$ cat src/rtl/fifo_sync_pkg.sv
// fifo_sync_pkg
// Shared constants and helpers for the fifo_sync_param slice.
//   DEFAULT_WIDTH / DEFAULT_DEPTH : default data width and capacity
//   ptr_cnt_w(depth)              : width of the read/write pointers and of
//                                   COUNT; both need $clog2(depth)+1 bits
//                                   (pointer wrap bit / count of DEPTH).
package fifo_sync_pkg;

  localparam int DEFAULT_WIDTH = 16;
  localparam int DEFAULT_DEPTH = 32;

  function automatic int ptr_cnt_w(input int depth);
    return $clog2(depth) + 1;
  endfunction

endpackage

$ cat src/rtl/fifo_sync_param_if.sv
// fifo_sync_param_if
// Handshake/data bundle between a producer/consumer and fifo_sync_param.
//   DATA_WR, WR, RD            : driven by the master (user side)
//   DATA_RD, FULL, EMPTY,
//   ALMOST_FULL, ALMOST_EMPTY,
//   COUNT, OVERFLOW, UNDERFLOW : driven by the slave (the FIFO)
interface fifo_sync_param_if
  import fifo_sync_pkg::*;
#(
  parameter int WIDTH = DEFAULT_WIDTH,
  parameter int DEPTH = DEFAULT_DEPTH
);

  localparam int CNT_W = ptr_cnt_w(DEPTH);

  logic [WIDTH-1:0] DATA_WR;
  logic             WR;
  logic             RD;
  logic [WIDTH-1:0] DATA_RD;
  logic             FULL;
  logic             EMPTY;
  logic             ALMOST_FULL;
  logic             ALMOST_EMPTY;
  logic [CNT_W-1:0] COUNT;
  logic             OVERFLOW;
  logic             UNDERFLOW;

  modport master (
    output DATA_WR, WR, RD,
    input  DATA_RD, FULL, EMPTY, ALMOST_FULL, ALMOST_EMPTY, COUNT,
           OVERFLOW, UNDERFLOW
  );

  modport slave (
    input  DATA_WR, WR, RD,
    output DATA_RD, FULL, EMPTY, ALMOST_FULL, ALMOST_EMPTY, COUNT,
           OVERFLOW, UNDERFLOW
  );

endinterface

$ cat src/rtl/fifo_sync_ram.sv
// fifo_sync_ram
// Simple dual-port RAM, WIDTH x DEPTH, one write port and one read port with
// a registered (1-cycle) read. The read register has a synchronous reset so
// the FIFO output reads 0 after reset; the array itself is never cleared.
//   clk    : clock
//   srst   : synchronous reset of the read data register
//   we     : write enable,  waddr/wdata : write address/data
//   re     : read enable,   raddr       : read address
//   rdata  : registered read data, held while re is low
module fifo_sync_ram
  import fifo_sync_pkg::*;
#(
  parameter int WIDTH  = DEFAULT_WIDTH,
  parameter int DEPTH  = DEFAULT_DEPTH,
  parameter int ADDR_W = $clog2(DEPTH)
) (
  input  logic              clk,
  input  logic              srst,
  input  logic              we,
  input  logic [ADDR_W-1:0] waddr,
  input  logic [WIDTH-1:0]  wdata,
  input  logic              re,
  input  logic [ADDR_W-1:0] raddr,
  output logic [WIDTH-1:0]  rdata
);

  logic [WIDTH-1:0] mem [DEPTH];
  logic [WIDTH-1:0] rdata_reg;

  always_ff @(posedge clk) begin
    if (we) begin
      mem[waddr] <= wdata;
    end
  end

  always_ff @(posedge clk) begin
    if (srst) begin
      rdata_reg <= '0;
    end else if (re) begin
      rdata_reg <= mem[raddr];
    end
  end

  assign rdata = rdata_reg;

endmodule

$ cat src/rtl/fifo_sync_param.sv
// fifo_sync_param
// Parametrised single-clock FIFO on an inferred simple-dual-port RAM, with
// occupancy count, programmable almost-full/almost-empty flags and registered
// overflow/underflow pulses.
//   CLK   : clock, all logic on its rising edge
//   RESET : synchronous active-high reset
//   bus   : fifo_sync_param_if.slave (DATA_WR/WR/RD in; DATA_RD, flags,
//           COUNT, OVERFLOW, UNDERFLOW out)
// Compile-time option: define FIFO_SYNC_FWFT_EN for a first-word-fall-through
// read port (RD becomes an acknowledge); undefined gives a registered read
// port with 1-cycle latency.
module fifo_sync_param
  import fifo_sync_pkg::*;
#(
  parameter int WIDTH    = DEFAULT_WIDTH,
  parameter int DEPTH    = DEFAULT_DEPTH,
  parameter int AF_LEVEL = DEPTH - 2,
  parameter int AE_LEVEL = 2
) (
  input logic            CLK,
  input logic            RESET,
  fifo_sync_param_if.slave bus
);

  localparam int ADDR_W = $clog2(DEPTH);
  localparam int PTR_W  = ptr_cnt_w(DEPTH);
  localparam int CNT_W  = ptr_cnt_w(DEPTH);

  logic [PTR_W-1:0] wr_ptr_reg;
  logic [PTR_W-1:0] rd_ptr_reg;
  logic [CNT_W-1:0] count_reg;
  logic             overflow_reg;
  logic             underflow_reg;

  logic             full;
  logic             empty;
  logic             wr_acc;
  logic             rd_acc;
  logic             ram_we;
  logic             ram_re;
  logic [WIDTH-1:0] ram_q;

  assign full   = (count_reg == CNT_W'(DEPTH));
  assign wr_acc = bus.WR && !full;
  assign rd_acc = bus.RD && !empty;

`ifdef FIFO_SYNC_FWFT_EN
  // The RAM read register doubles as the output register for words that
  // came through the RAM; a separate bypass register catches a write that
  // lands while nothing is queued behind the head. byp_sel_reg picks which
  // of the two currently holds the head word.
  logic             out_valid_reg;
  logic             byp_sel_reg;
  logic [WIDTH-1:0] byp_data_reg;
  logic             ram_has_data;
  logic             vacate;
  logic             fill_ram;
  logic             fill_byp;

  assign empty = !out_valid_reg;

  // COUNT includes the head word, so the RAM holds words exactly when
  // COUNT exceeds the output-valid bit.
  assign ram_has_data = (count_reg != {{(CNT_W-1){1'b0}}, out_valid_reg});
  assign vacate       = !out_valid_reg || rd_acc;
  assign fill_ram     = vacate && ram_has_data;
  assign fill_byp     = vacate && !ram_has_data && wr_acc;
  assign ram_we       = wr_acc && !fill_byp;
  assign ram_re       = fill_ram;

  always_ff @(posedge CLK) begin
    if (RESET) begin
      out_valid_reg <= 1'b0;
      byp_sel_reg   <= 1'b0;
      byp_data_reg  <= '0;
    end else begin
      out_valid_reg <= (out_valid_reg && !rd_acc) || fill_ram || fill_byp;
      if (fill_byp) begin
        byp_data_reg <= bus.DATA_WR;
        byp_sel_reg  <= 1'b1;
      end else if (fill_ram) begin
        byp_sel_reg  <= 1'b0;
      end
    end
  end

  assign bus.DATA_RD = byp_sel_reg ? byp_data_reg : ram_q;
`else
  assign empty       = (count_reg == '0);
  assign ram_we      = wr_acc;
  assign ram_re      = rd_acc;
  assign bus.DATA_RD = ram_q;
`endif

  fifo_sync_ram #(
    .WIDTH (WIDTH),
    .DEPTH (DEPTH),
    .ADDR_W(ADDR_W)
  ) u_ram (
    .clk  (CLK),
    .srst (RESET),
    .we   (ram_we),
    .waddr(wr_ptr_reg[ADDR_W-1:0]),
    .wdata(bus.DATA_WR),
    .re   (ram_re),
    .raddr(rd_ptr_reg[ADDR_W-1:0]),
    .rdata(ram_q)
  );

  always_ff @(posedge CLK) begin
    if (RESET) begin
      wr_ptr_reg    <= '0;
      rd_ptr_reg    <= '0;
      count_reg     <= '0;
      overflow_reg  <= 1'b0;
      underflow_reg <= 1'b0;
    end else begin
      if (ram_we) begin
        wr_ptr_reg <= wr_ptr_reg + PTR_W'(1);
      end
      if (ram_re) begin
        rd_ptr_reg <= rd_ptr_reg + PTR_W'(1);
      end
      count_reg     <= count_reg + CNT_W'(wr_acc) - CNT_W'(rd_acc);
      overflow_reg  <= bus.WR && full;
      underflow_reg <= bus.RD && empty;
    end
  end

  // Flags decode only registered state: no path from WR/RD to them.
  assign bus.FULL         = full;
  assign bus.EMPTY        = empty;
  assign bus.ALMOST_FULL  = (int'(count_reg) >= AF_LEVEL);
  assign bus.ALMOST_EMPTY = (int'(count_reg) <= AE_LEVEL);
  assign bus.COUNT        = count_reg;
  assign bus.OVERFLOW     = overflow_reg;
  assign bus.UNDERFLOW    = underflow_reg;

endmodule
$ cat src/flat_wrapper.sv
// flat-port wrapper written by rule: the top's interface ports become plain ports
module fifo_sync_param_flat import fifo_sync_pkg::*;
#(
  parameter int WIDTH    = DEFAULT_WIDTH,
  parameter int DEPTH    = DEFAULT_DEPTH,
  parameter int AF_LEVEL = DEPTH - 2,
  parameter int AE_LEVEL = 2
)
  (CLK, RESET, bus_DATA_WR, bus_WR, bus_RD, bus_DATA_RD, bus_FULL, bus_EMPTY, bus_ALMOST_FULL, bus_ALMOST_EMPTY, bus_COUNT, bus_OVERFLOW, bus_UNDERFLOW);
  fifo_sync_param_if #(.WIDTH(WIDTH), .DEPTH(DEPTH)) bus_i ();
  input logic CLK;
  input logic RESET;
  input wire logic [$bits(bus_i.DATA_WR)-1:0] bus_DATA_WR;
  input wire logic [$bits(bus_i.WR)-1:0] bus_WR;
  input wire logic [$bits(bus_i.RD)-1:0] bus_RD;
  output wire logic [$bits(bus_i.DATA_RD)-1:0] bus_DATA_RD;
  output wire logic [$bits(bus_i.FULL)-1:0] bus_FULL;
  output wire logic [$bits(bus_i.EMPTY)-1:0] bus_EMPTY;
  output wire logic [$bits(bus_i.ALMOST_FULL)-1:0] bus_ALMOST_FULL;
  output wire logic [$bits(bus_i.ALMOST_EMPTY)-1:0] bus_ALMOST_EMPTY;
  output wire logic [$bits(bus_i.COUNT)-1:0] bus_COUNT;
  output wire logic [$bits(bus_i.OVERFLOW)-1:0] bus_OVERFLOW;
  output wire logic [$bits(bus_i.UNDERFLOW)-1:0] bus_UNDERFLOW;
  assign bus_i.DATA_WR = bus_DATA_WR;
  assign bus_i.WR = bus_WR;
  assign bus_i.RD = bus_RD;
  assign bus_DATA_RD = bus_i.DATA_RD;
  assign bus_FULL = bus_i.FULL;
  assign bus_EMPTY = bus_i.EMPTY;
  assign bus_ALMOST_FULL = bus_i.ALMOST_FULL;
  assign bus_ALMOST_EMPTY = bus_i.ALMOST_EMPTY;
  assign bus_COUNT = bus_i.COUNT;
  assign bus_OVERFLOW = bus_i.OVERFLOW;
  assign bus_UNDERFLOW = bus_i.UNDERFLOW;
  fifo_sync_param #(.WIDTH(WIDTH), .DEPTH(DEPTH), .AF_LEVEL(AF_LEVEL), .AE_LEVEL(AE_LEVEL)) u_core (.CLK(CLK), .RESET(RESET), .bus(bus_i));
endmodule
$ cat config.mk
export PLATFORM = sky130hd
export DESIGN_NAME = fifo_sync_param_flat
export DESIGN_NICKNAME = d
export VERILOG_FILES = /design/src/rtl/fifo_sync_pkg.sv /design/src/rtl/fifo_sync_param_if.sv /design/src/rtl/fifo_sync_ram.sv /design/src/rtl/fifo_sync_param.sv /design/src/flat_wrapper.sv
export SDC_FILE = /design/constraint.sdc
export NUM_CORES = 1
export LEC_CHECK = 0
export ABC_CLOCK_PERIOD_IN_PS = 3450
export BUFFER_PORTS_ARGS = -buffer_cell sky130_fd_sc_hd__buf_2
export CAP_MARGIN = 15
export CORE_MARGIN = 1.5
export CORE_UTILIZATION = 61
export CTS_CLUSTER_SIZE = 20
export DETAILED_ROUTE_END_ITERATION = 8
export HOLD_SLACK_MARGIN = 0.03
export PLACE_DENSITY = 0.78
export REMOVE_ABC_BUFFERS = 1
export SLEW_MARGIN = 10
export SYNTH_ARGS = -nofsm -noshare
export SYNTH_HDL_FRONTEND = slang
export SYNTH_SLANG_ARGS = --single-unit
$ cat constraint.sdc
create_clock -name CLK -period 3.45 [get_ports CLK]
set_clock_uncertainty 0.2 [all_clocks]
set_input_delay 0.5175 -clock CLK [delete_from_list [all_inputs] [get_ports CLK]]
set_output_delay 0.5175 -clock CLK [all_outputs]
set_load 0.03 [all_outputs]
==> results of run 1 <==
[layout make-up]
class / count / area [sq um]
clock buffers: 76 / 1473
well taps: 455 / 569.3
multi-input cells: 418 / 4737
flip-flops and latches: 546 / 16070
inverters: 13 / 48.80
clock inverters: 17 / 133.9
fillers: 2071 / 10630
repair buffers: 103 / 720.7
[synthesized netlist by cell type (all sizes together)]
library cell / n
edfxtp: 512
mux4: 96
mux2i: 70
nor2: 52
a21oi: 34
dfxtp: 34
clkbuf: 33
a22o: 30
buf: 26
ha: 19
o221ai: 16
a2111oi: 15
a22oi: 15
o22ai: 15
inv: 13
nand2: 7
xor2: 7
nor2b: 6
nand3b: 5
nand4: 4
o21ai: 4
xnor2: 4
and3b: 2
nand3: 2
o21bai: 2
or3b: 2
a21boi: 1
a21o: 1
a31oi: 1
a32o: 1
and3: 1
and4bb: 1
fa: 1
mux2: 1
nor3b: 1
nor4bb: 1
or3: 1
[power groups by stage]
stage | Clock (W) | Combinational [W] | Sequential, W
after floorplan | 0 | 0.00177 | 0.00809
after global placement | 0 | 0.00305 | 0.00774
after detailed placement | 0 | 0.00311 | 0.00775
after CTS | 0.00544 | 0.00313 | 0.00761
after global routing | 0.00566 | 0.00333 | 0.00763
final | 0.00537 | 0.00311 | 0.00761
[worst register-to-register path, stage by stage, from the launching register on]
cell and delay, ns:
dfxtp_1 0.34, inv_1 0.13, ha_1 0.17, nor4bb_1 0.55, nor2b_1 0.10, buf_4 0.19, ha_1 0.21, a21o_1 0.16
a21oi_1 0.23, o21bai_1 0.09, a21oi_1 0.15, mux2_2 0.34
[worst paths after layout]
path,end,slack (ns)
worst max-delay path,u_core.bus.COUNT[5],0.46
worst min-delay path,u_core.bus.UNDERFLOW,0.06
worst max register to register,u_core.bus.COUNT[5],0.46
worst min register to register,u_core.u_ram.rdata[14],0.28
[placed cells by master (no fill, tap or decap), drive strengths merged, types with 2 or more instances in the layout]
cell     instances
or3b             2
and3b            2
dfxtp           34
nand3            2
mux2i           70
bufinv           2
o21bai           2
a22oi           15
nand4            4
inv             14
ha              19
buf            102
xor2             7
nand3b           5
o21ai            4
clkbuf          76
nor2b            6
o22ai           15
nand2            7
xnor2            4
o221ai          16
clkinv          13
edfxtp         512
mux4            96
a22o            30
a21oi           34
nor2            52
a2111oi         15
[cell families after synthesis]
kind of cell,Yosys count,share of synthesized area
and+or+nand+nor,85,0.01934
xor gates and xnor gates,11,0.004555
AOI/OAI and AO/OA,135,0.05064
adders and majority gates,20,0.01219
buffers and inverters,72,0.01781
DFF,546,0.7591
muxes,167,0.1364
[routing by layer]
metal / routed length (um) / share of wire / GRT usage / up-vias
met5: 0 / 0 / 0 / -
met4: 1406 / 0.031 / 0.09158 / 0
met3: 4194 / 0.092 / 0.05950 / 87
met2: 21850 / 0.48 / 0.4113 / 557
met1: 18130 / 0.40 / 0.3740 / 5467
li1: - / - / - / 4475
[through the flow]
stage | setup TNS, ns | worst slack, ns | util
4_1_cts | 0 | 0.4696 | 0.6909
5_1_grt | 0 | 0.2791 | 0.6909
6_report | 0 | 0.4629 | 0.6909
3_3_place_gp | 0 | 0.5730 | 0.6439
3_5_place_dp | 0 | 0.5055 | 0.6439
2_1_floorplan | -88.65 | -4.440 | -
==> flow_metrics.py, run 1 <==
metrics = {
    "finish": {
        "layout.cells.non_filler": 1628,
        "syn_to_final_growth_pct": 12.27,
        "final_area_sq_mm": 0.02375,
        "insertedDiodeCount": 0,
        "largest_reg_flops": 512,
        "final_nets": 1174,
        "drive_gt1_frac": 0.2489,
    },
    "setup_path": {
        "cpPeakStageDelay_ns": 0.55,
        "worst_setup_path_start_kind": "flip-flop",
        "worstRegToRegCells": 11,
        "cp_num_buf_inv": 2,
        "end_kind": "flip-flop",
        "crit_path_start": "u_core.bus.COUNT[4]",
        "worstPathRequired_ns": 3.70,
        "cp_slowest_cell": "nor4bb_1",
        "path_max_fanout": 9,
        "path_delay_family": "simple AND/OR/NAND/NOR gates",
        "arrival_ns": 3.24,
        "r2r_start": "u_core.bus.COUNT[4]",
        "cp_cell_sequence": "inv_1 > ha_1 > nor4bb_1 > nor2b_1 > buf_4 > ha_1 > a21o_1 > a21oi_1 > o21bai_1 > a21oi_1 > mux2_2",
        "critical_path_depth": 11,
        "critPathKind": "reg2reg",
    },
    "die": {
        "num_rows": 68,
        "die_area_sq_mm": 0.03580,
        "die_w_um": 189.2,
        "die_h_um": 189.2,
        "start_util": 0.6154,
        "core_area_sq_mm": 0.03437,
        "pin_count": 48,
    },
    "power_and_ir_drop": {
        "p_sw_frac": 0.2616,
        "total_power_w": 0.01609,
        "power.density_mw_per_mm2": 677.3,
        "switching_power_w": 0.004208,
        "internal-power_w": 0.01188,
        "peakVddDrop_mv": 0.5309,
        "combinationalPowerShare": 0.193,
        "static-leakage-power_nw": 7.696,
        "clockPowerShare": 0.334,
        "p_seq_frac": 0.473,
    },
    "global_routing": {
        "gr-usage-all-layers": 0.2636,
        "grt_pass1_vias": 10600,
        "antenna_found_initial": 0,
        "grt_pass1_wl_um": 67830,
        "grt-ovfl-total": 0,
        "grt_max_degree": 55,
    },
    "synth": {
        "yosysWarnings": 0,
        "synth-seq-cells": 546,
        "netlist_area_sq_mm": 0.02115,
        "avgSynthCellArea_sq_um": 20.42,
        "yosysTopAreaCell": "edfxtp_1",
        "synth_seq_area_share": 0.7591,
        "synth_top_cells_by_area": "edfxtp_1, mux4_2, mux2i_1",
        "netlist.area_leader.share": 0.7269,
        "synthCells": 1036,
        "synth_cell_types": 43,
    },
    "place": {
        "dp_hpwl_um": 25700,
        "finalWeightedCongestion": 0.7825,
        "dp_cells": 1534,
        "place_area_sq_mm": 0.02213,
        "io_buffers": 47,
    },
    "clock_network": {
        "root_buffer": "clkbuf_16",
        "postCtsHoldBufs": 1,
        "cts_tree": "done",
        "clk-insertion-delay-late_ns": 0.57,
        "cts_buffers": 52,
        "cts-resized-gates": 0,
        "cts.path.max_buffers": 3,
        "cts.htree.levels": 2,
        "cts_setup_buffers": 0,
        "cts.clk_slew.worst_paths_ns": 0.06,
        "clock_sinks": 546,
    },
    "timing": {
        "post-route-period-util": 0.8658,
        "worstMarginPinSlew_ns": 0.9514,
        "setup_viol": 0,
        "timing.hold.ws_ns": 0.06182,
        "rsz0062_at_grt": "false",
        "max_freq_mhz": 334.8,
        "min_period_ns": 2.987,
        "final_max_slew_viol_count": 0,
        "slew_headroom": 0.3644,
        "hold_viol": 0,
    },
    "drt": {
        "detail-route-antenna-nets": 0,
        "drc_errors": 0,
        "drtPass1Iterations": 5,
        "drtIter0Drc": 1188,
        "wire_per_inst_um": 28.00,
        "viasPerCell": 6.502,
        "wl_um": 45580,
        "vias": 10590,
    },
    "flow_run": {
        "maxCapViolCount": 0,
    },
    "run_status": {
        "status": "complete, no violations",
    },
    "hold_path": {
        "hold_path.class": "in2reg",
        "hold_start": "bus_RD",
        "hold_depth": 2,
    },
}
No activity file was read; power rests on OpenSTA's default activity.
==> run 2, diff against run 1 <==
CORE_MARGIN = 3   (was 1.5)
==> flow_metrics.py, run 2 (same netlist as run 1, synthesis figures left out) <==
metrics = {
    "run_status": {
        "status": "complete, no violations",
    },
    "setup_path": {
        "critPathKind": "reg2reg",
        "worst_setup_path_start_kind": "flip-flop",
        "worstPathRequired_ns": 3.70,
        "arrival_ns": 3.24,
        "end_kind": "flip-flop",
        "path_max_fanout": 5,
    },
    "drt": {
        "drc_errors": 0,
        "drtIter0Drc": 1362,
        "wl_um": 45990,
        "viasPerCell": 6.599,
        "vias": 10760,
        "wire_per_inst_um": 28.20,
        "drtPass1Iterations": 5,
        "detail-route-antenna-nets": 0,
    },
    "timing": {
        "hold_viol": 0,
        "max_freq_mhz": 334.2,
        "post-route-period-util": 0.8673,
        "slew_headroom": 0.3027,
        "timing.hold.ws_ns": 0.08253,
        "rsz0062_at_grt": "false",
        "min_period_ns": 2.992,
        "setup_ws_ns": 0.4579,
        "setup_viol": 0,
        "worstMarginPinSlew_ns": 1.044,
        "final_max_slew_viol_count": 0,
    },
    "clock_network": {
        "cts_tree": "done",
        "cts.path.max_buffers": 3,
        "cts.htree.levels": 2,
        "cts_buffers": 53,
        "clock_sinks": 546,
        "cts.clk_slew.worst_paths_ns": 0.06,
        "cts-resized-gates": 0,
        "root_buffer": "clkbuf_16",
        "clk-insertion-delay-late_ns": 0.56,
    },
    "place": {
        "finalWeightedCongestion": 0.8346,
        "io_buffers": 47,
        "dp_cells": 1531,
        "dp_slack_ns": 0.5141,
        "place_area_sq_mm": 0.02212,
        "dp_hpwl_um": 26330,
    },
    "global_routing": {
        "grt_pass1_vias": 10820,
        "gr-usage-all-layers": 0.2578,
        "grt-ovfl-total": 0,
        "antenna_found_initial": 0,
        "grt_max_degree": 59,
        "grt_pass1_wl_um": 69190,
    },
    "hold_path": {
        "hold_path.class": "in2reg",
    },
    "power_and_ir_drop": {
        "static-leakage-power_nw": 7.706,
        "peakVddDrop_mv": 0.5161,
        "power.density_mw_per_mm2": 673.2,
    },
    "finish": {
        "layout.cells.non_filler": 1631,
        "insertedDiodeCount": 0,
        "final_cell_mix": "edfxtp_1, mux4_2, mux2i_1",
        "largest_reg_flops": 512,
        "drive_gt1_frac": 0.2527,
        "fin_util": 0.7006,
        "final_area_sq_mm": 0.02373,
        "final_common_cell": "edfxtp_1",
        "final_nets": 1179,
        "syn_to_final_growth_pct": 12.19,
    },
    "die": {
        "die_h_um": 192.2,
        "core_area_sq_mm": 0.03387,
        "start_util": 0.6245,
        "num_rows": 67,
        "die_area_sq_mm": 0.03694,
        "die_w_um": 192.2,
        "pin_count": 48,
    },
    "flow_run": {
        "maxCapViolCount": 0,
    },
}
## run 2: cell count changes in the layout (fill, tap and decap cells not counted), sizes merged
cell / before / now
buf: 102 / 106
bufinv: 2 / 1
clkbuf: 76 / 67
clkinv: 13 / 26
clkinvlp: 1 / 3
inv: 14 / 15
## run 2: timing repair
| item | CTS | global route |
|---|---|---|
| endpoints found under the setup margin | 0 | 0 |
| hold buffers | 1 | 0 |
| setup buffers | 0 | 0 |
| endpoints found under the hold margin | 1 | 0 |
## run 2: worst paths after layout
| path | startpoint | to | slack (ns) | cells past startpoint |
|---|---|---|---|---|
| worst max-delay path | u_core.bus.COUNT[2] | u_core.bus.COUNT[5] | 0.46 | 12 |
| worst min-delay path | bus_RD | u_core.bus.UNDERFLOW | 0.08 | 2 |
| worst max register to register | u_core.bus.COUNT[2] | u_core.bus.COUNT[5] | 0.46 | 12 |
| worst min register to register | u_core.u_ram.rdata[12] | u_core.u_ram.rdata[12] | 0.29 | 1 |
## run 2: final cells by class
| type | count | area [sq um] |
|---|---|---|
| multi-input cells | 418 | 4737 |
| repair buffers | 107 | 713.2 |
| clock buffers | 67 | 1421 |
| flip-flops and latches | 546 | 16070 |
| fillers | 2061 | 10140 |
| inverters | 13 | 48.80 |
| clock inverters | 32 | 182.7 |
| well taps | 448 | 560.5 |
## run 2: layer usage
| metal | vias to the layer above | GRT usage | part of all wire |
|---|---|---|---|
| li1 | 4495 | - | - |
| met1 | 5590 | 0.3816 | 0.40 |
| met2 | 595 | 0.4055 | 0.49 |
| met3 | 83 | 0.03924 | 0.090 |
| met4 | 0 | 0.08154 | 0.028 |
| met5 | - | 0 | 0 |
## run 2: critical path, cell delays in order (launching register included)
cell and delay (ns):
dfxtp_1 0.41, inv_1 0.09, ha_1 0.23, and4bb_2 0.27, nor2b_1 0.19, ha_1 0.22, inv_1 0.05, ha_1 0.26
a21o_1 0.17, a21oi_1 0.21, o21bai_1 0.08, a21oi_1 0.15, mux2_2 0.35
## run 2: power breakdown
group	switching (W)	internal [W]
clock network	0.00231	0.00299
logic	0.00174	0.00133
registers	0.000182	0.00743
## run 2: per-stage QoR
stage / TNS, ns / power [W]
6_report: 0 / 0.01597
5_1_grt: 0 / 0.01653
4_1_cts: 0 / 0.01606
3_5_place_dp: 0 / 0.01081
3_3_place_gp: 0 / 0.01075
2_1_floorplan: -88.65 / 0.009862
==> run 3, diff against run 2 <==
ABC_AREA = 1   (was unset)
CTS_CLUSTER_DIAMETER = 100   (was unset)
SETUP_SLACK_MARGIN = 0.5   (was unset)
==> flow_metrics.py, run 3 <==
metrics = {
    "run_status": {
        "status": "complete, no violations",
    },
    "synth": {
        "yosysWarnings": 0,
        "synth-seq-cells": 546,
        "netlist_area_sq_mm": 0.02298,
        "yosys-top-cells-count": "nand2_1, edfxtp_1, nand3_1",
        "synth_top_cells_by_area": "edfxtp_1, nand2_1, nand3_1",
        "synthCells": 2177,
        "synth_cell_types": 19,
        "synth_seq_area_share": 0.6988,
        "yosysTopAreaCell": "edfxtp_1",
        "synthFlopType": "edfxtp_1",
        "post-synth-top-count-cell": "nand2_1",
        "netlist.area_leader.share": 0.6691,
        "avgSynthCellArea_sq_um": 10.55,
        "synth_edf_count": 512,
        "async_flop_share": 0,
    },
    "global_routing": {
        "grt_max_degree": 183,
        "grt_pass1_vias": 14730,
        "antenna_found_initial": 0,
        "grt_pass1_wl_um": 83550,
        "grt-ovfl-total": 0,
        "gr-usage-all-layers": 0.2759,
    },
    "clock_network": {
        "cts.htree.levels": 1,
        "cts.clk_slew.worst_paths_ns": 0.08,
        "cts.path.max_buffers": 3,
        "clk-insertion-delay-late_ns": 0.60,
        "cts_tree": "done",
        "cts_setup_buffers": 0,
        "root_buffer": "clkbuf_16",
        "cts_buffers": 31,
        "clock_sinks": 546,
    },
    "finish": {
        "largest_reg_flops": 512,
        "final_area_sq_mm": 0.02476,
        "drive_gt1_frac": 0.06589,
        "syn_to_final_growth_pct": 7.738,
        "final_common_cell": "nand2_1",
        "final_nets": 2247,
        "final_cell_mix": "nand2_1, edfxtp_1, nand3_1",
        "fill_cells": 2612,
    },
    "setup_path": {
        "path_max_fanout": 16,
        "end_kind": "flip-flop",
        "critPathKind": "reg2reg",
        "arrival_ns": 3.00,
        "worst_setup_path_start_kind": "flip-flop",
        "worstPathRequired_ns": 3.53,
        "r2r_start": "u_core.bus.COUNT[2]",
        "crit_path_start": "u_core.bus.COUNT[2]",
    },
    "place": {
        "io_buffers": 47,
        "dp_hpwl_um": 33190,
        "place_area_sq_mm": 0.02384,
        "finalWeightedCongestion": 0.9363,
    },
    "die": {
        "die_area_sq_mm": 0.04003,
        "die_h_um": 200.1,
        "num_rows": 70,
        "start_util": 0.6231,
        "die_w_um": 200.1,
        "pin_count": 48,
        "core_area_sq_mm": 0.03687,
    },
    "timing": {
        "setup_tns_ns": 0,
        "max_freq_mhz": 343.5,
        "post-route-period-util": 0.8438,
        "rsz0062_at_grt": "true",
        "min_period_ns": 2.911,
        "setup_viol": 0,
        "final_max_slew_viol_count": 0,
        "worstMarginPinSlew_ns": 0.8818,
        "slew_headroom": 0.4121,
        "hold_viol": 0,
    },
    "drt": {
        "drtPass1Iterations": 8,
        "drc_errors": 0,
        "wire_per_inst_um": 20.00,
        "drtIter0Drc": 1956,
        "detail-route-antenna-nets": 0,
        "viasPerCell": 5.694,
        "wl_um": 54730,
        "vias": 15580,
    },
    "flow_run": {
        "maxCapViolCount": 0,
    },
    "hold_path": {
        "hold_path.class": "in2reg",
        "hold_start": "RESET",
    },
    "power_and_ir_drop": {
        "static-leakage-power_nw": 9.870,
        "power.density_mw_per_mm2": 581.5,
        "peakVddDrop_mv": 0.4744,
    },
}
-- run 3: report_power, final --
group | internal [W] | switching, W
combinational | 0.000860 | 0.00226
clock | 0.00171 | 0.00201
sequential | 0.00741 | 0.000150
-- run 3: repair_timing --
item,4_1_cts,5_1_grt
hold endpoints to repair,2,0
setup endpoints to repair,0,80
gates resized for setup,0,4
hold buffers,2,0
-- run 3: final cells by class --
type / instances / area, sq um / share of cell area
Antenna cell: 1 / 2.502 / 0.0001011
Clock buffer: 56 / 869.6 / 0.03513
Clock inverter: 1 / 16.27 / 0.0006571
Inverter: 240 / 908.4 / 0.03669
Multi-Input combinational cell: 1282 / 5544 / 0.2240
Sequential cell: 546 / 16060 / 0.6489
Tap cell: 504 / 630.6 / 0.02547
Timing Repair Buffer: 106 / 720.7 / 0.02911
-- run 3: routing by layer --
layer | vias up | track usage | wire length, um
li1 | 7234 | - | -
met1 | 7334 | 0.3893 | 21540
met2 | 845 | 0.4489 | 25900
met3 | 166 | 0.03323 | 4800
met4 | 0 | 0.1057 | 2489
met5 | - | 0 | 0
-- run 3: logic make-up after synthesis --
family          count (synthesis)  share of synthesized area
compound gates                 92                    0.02020
fa+ha+maj                      20                    0.01122
flops                         546                     0.6988
buf+inv                       349                    0.06104
simple gates                 1170                     0.2088
-- run 3: worst paths after layout --
check | depth (start not counted) | to | slack [ns]
worst max-delay path | 8 | u_core.u_ram.mem[30][3] | 0.54
worst max register to register | 8 | u_core.u_ram.mem[30][3] | 0.54
worst min-delay path | 2 | u_core.bus.COUNT[1] | 0.13
worst min register to register | 2 | u_core.u_ram.rdata[9] | 0.32
-- run 3: critical path, cell delays in order (launching register included) --
cell and delay, ns:
dfxtp_1 0.41, inv_1 0.09, ha_1 0.25, nand4_1 0.16, nand2_1 0.22, inv_1 0.27, nand2_1 0.45, nor2_1 0.25
buf_4 0.29
-- run 3: stage by stage --
step | std cells | total power (W) | util | setup slack [ns] | hold slack (ns)
after detailed placement | 2676 | 0.01073 | 0.6465 | 0.5557 | 0.3135
after CTS | 2735 | 0.01437 | 0.6710 | 0.5239 | 0.1097
final | 2736 | 0.01440 | 0.6714 | 0.5390 | 0.1289
after global placement | 2676 | 0.01066 | 0.6465 | 0.6543 | 0.3051
after global routing | 2735 | 0.01499 | 0.6713 | 0.3829 | 0.1722
after floorplan | 2068 | 0.009844 | - | -6.364 | 0.2864
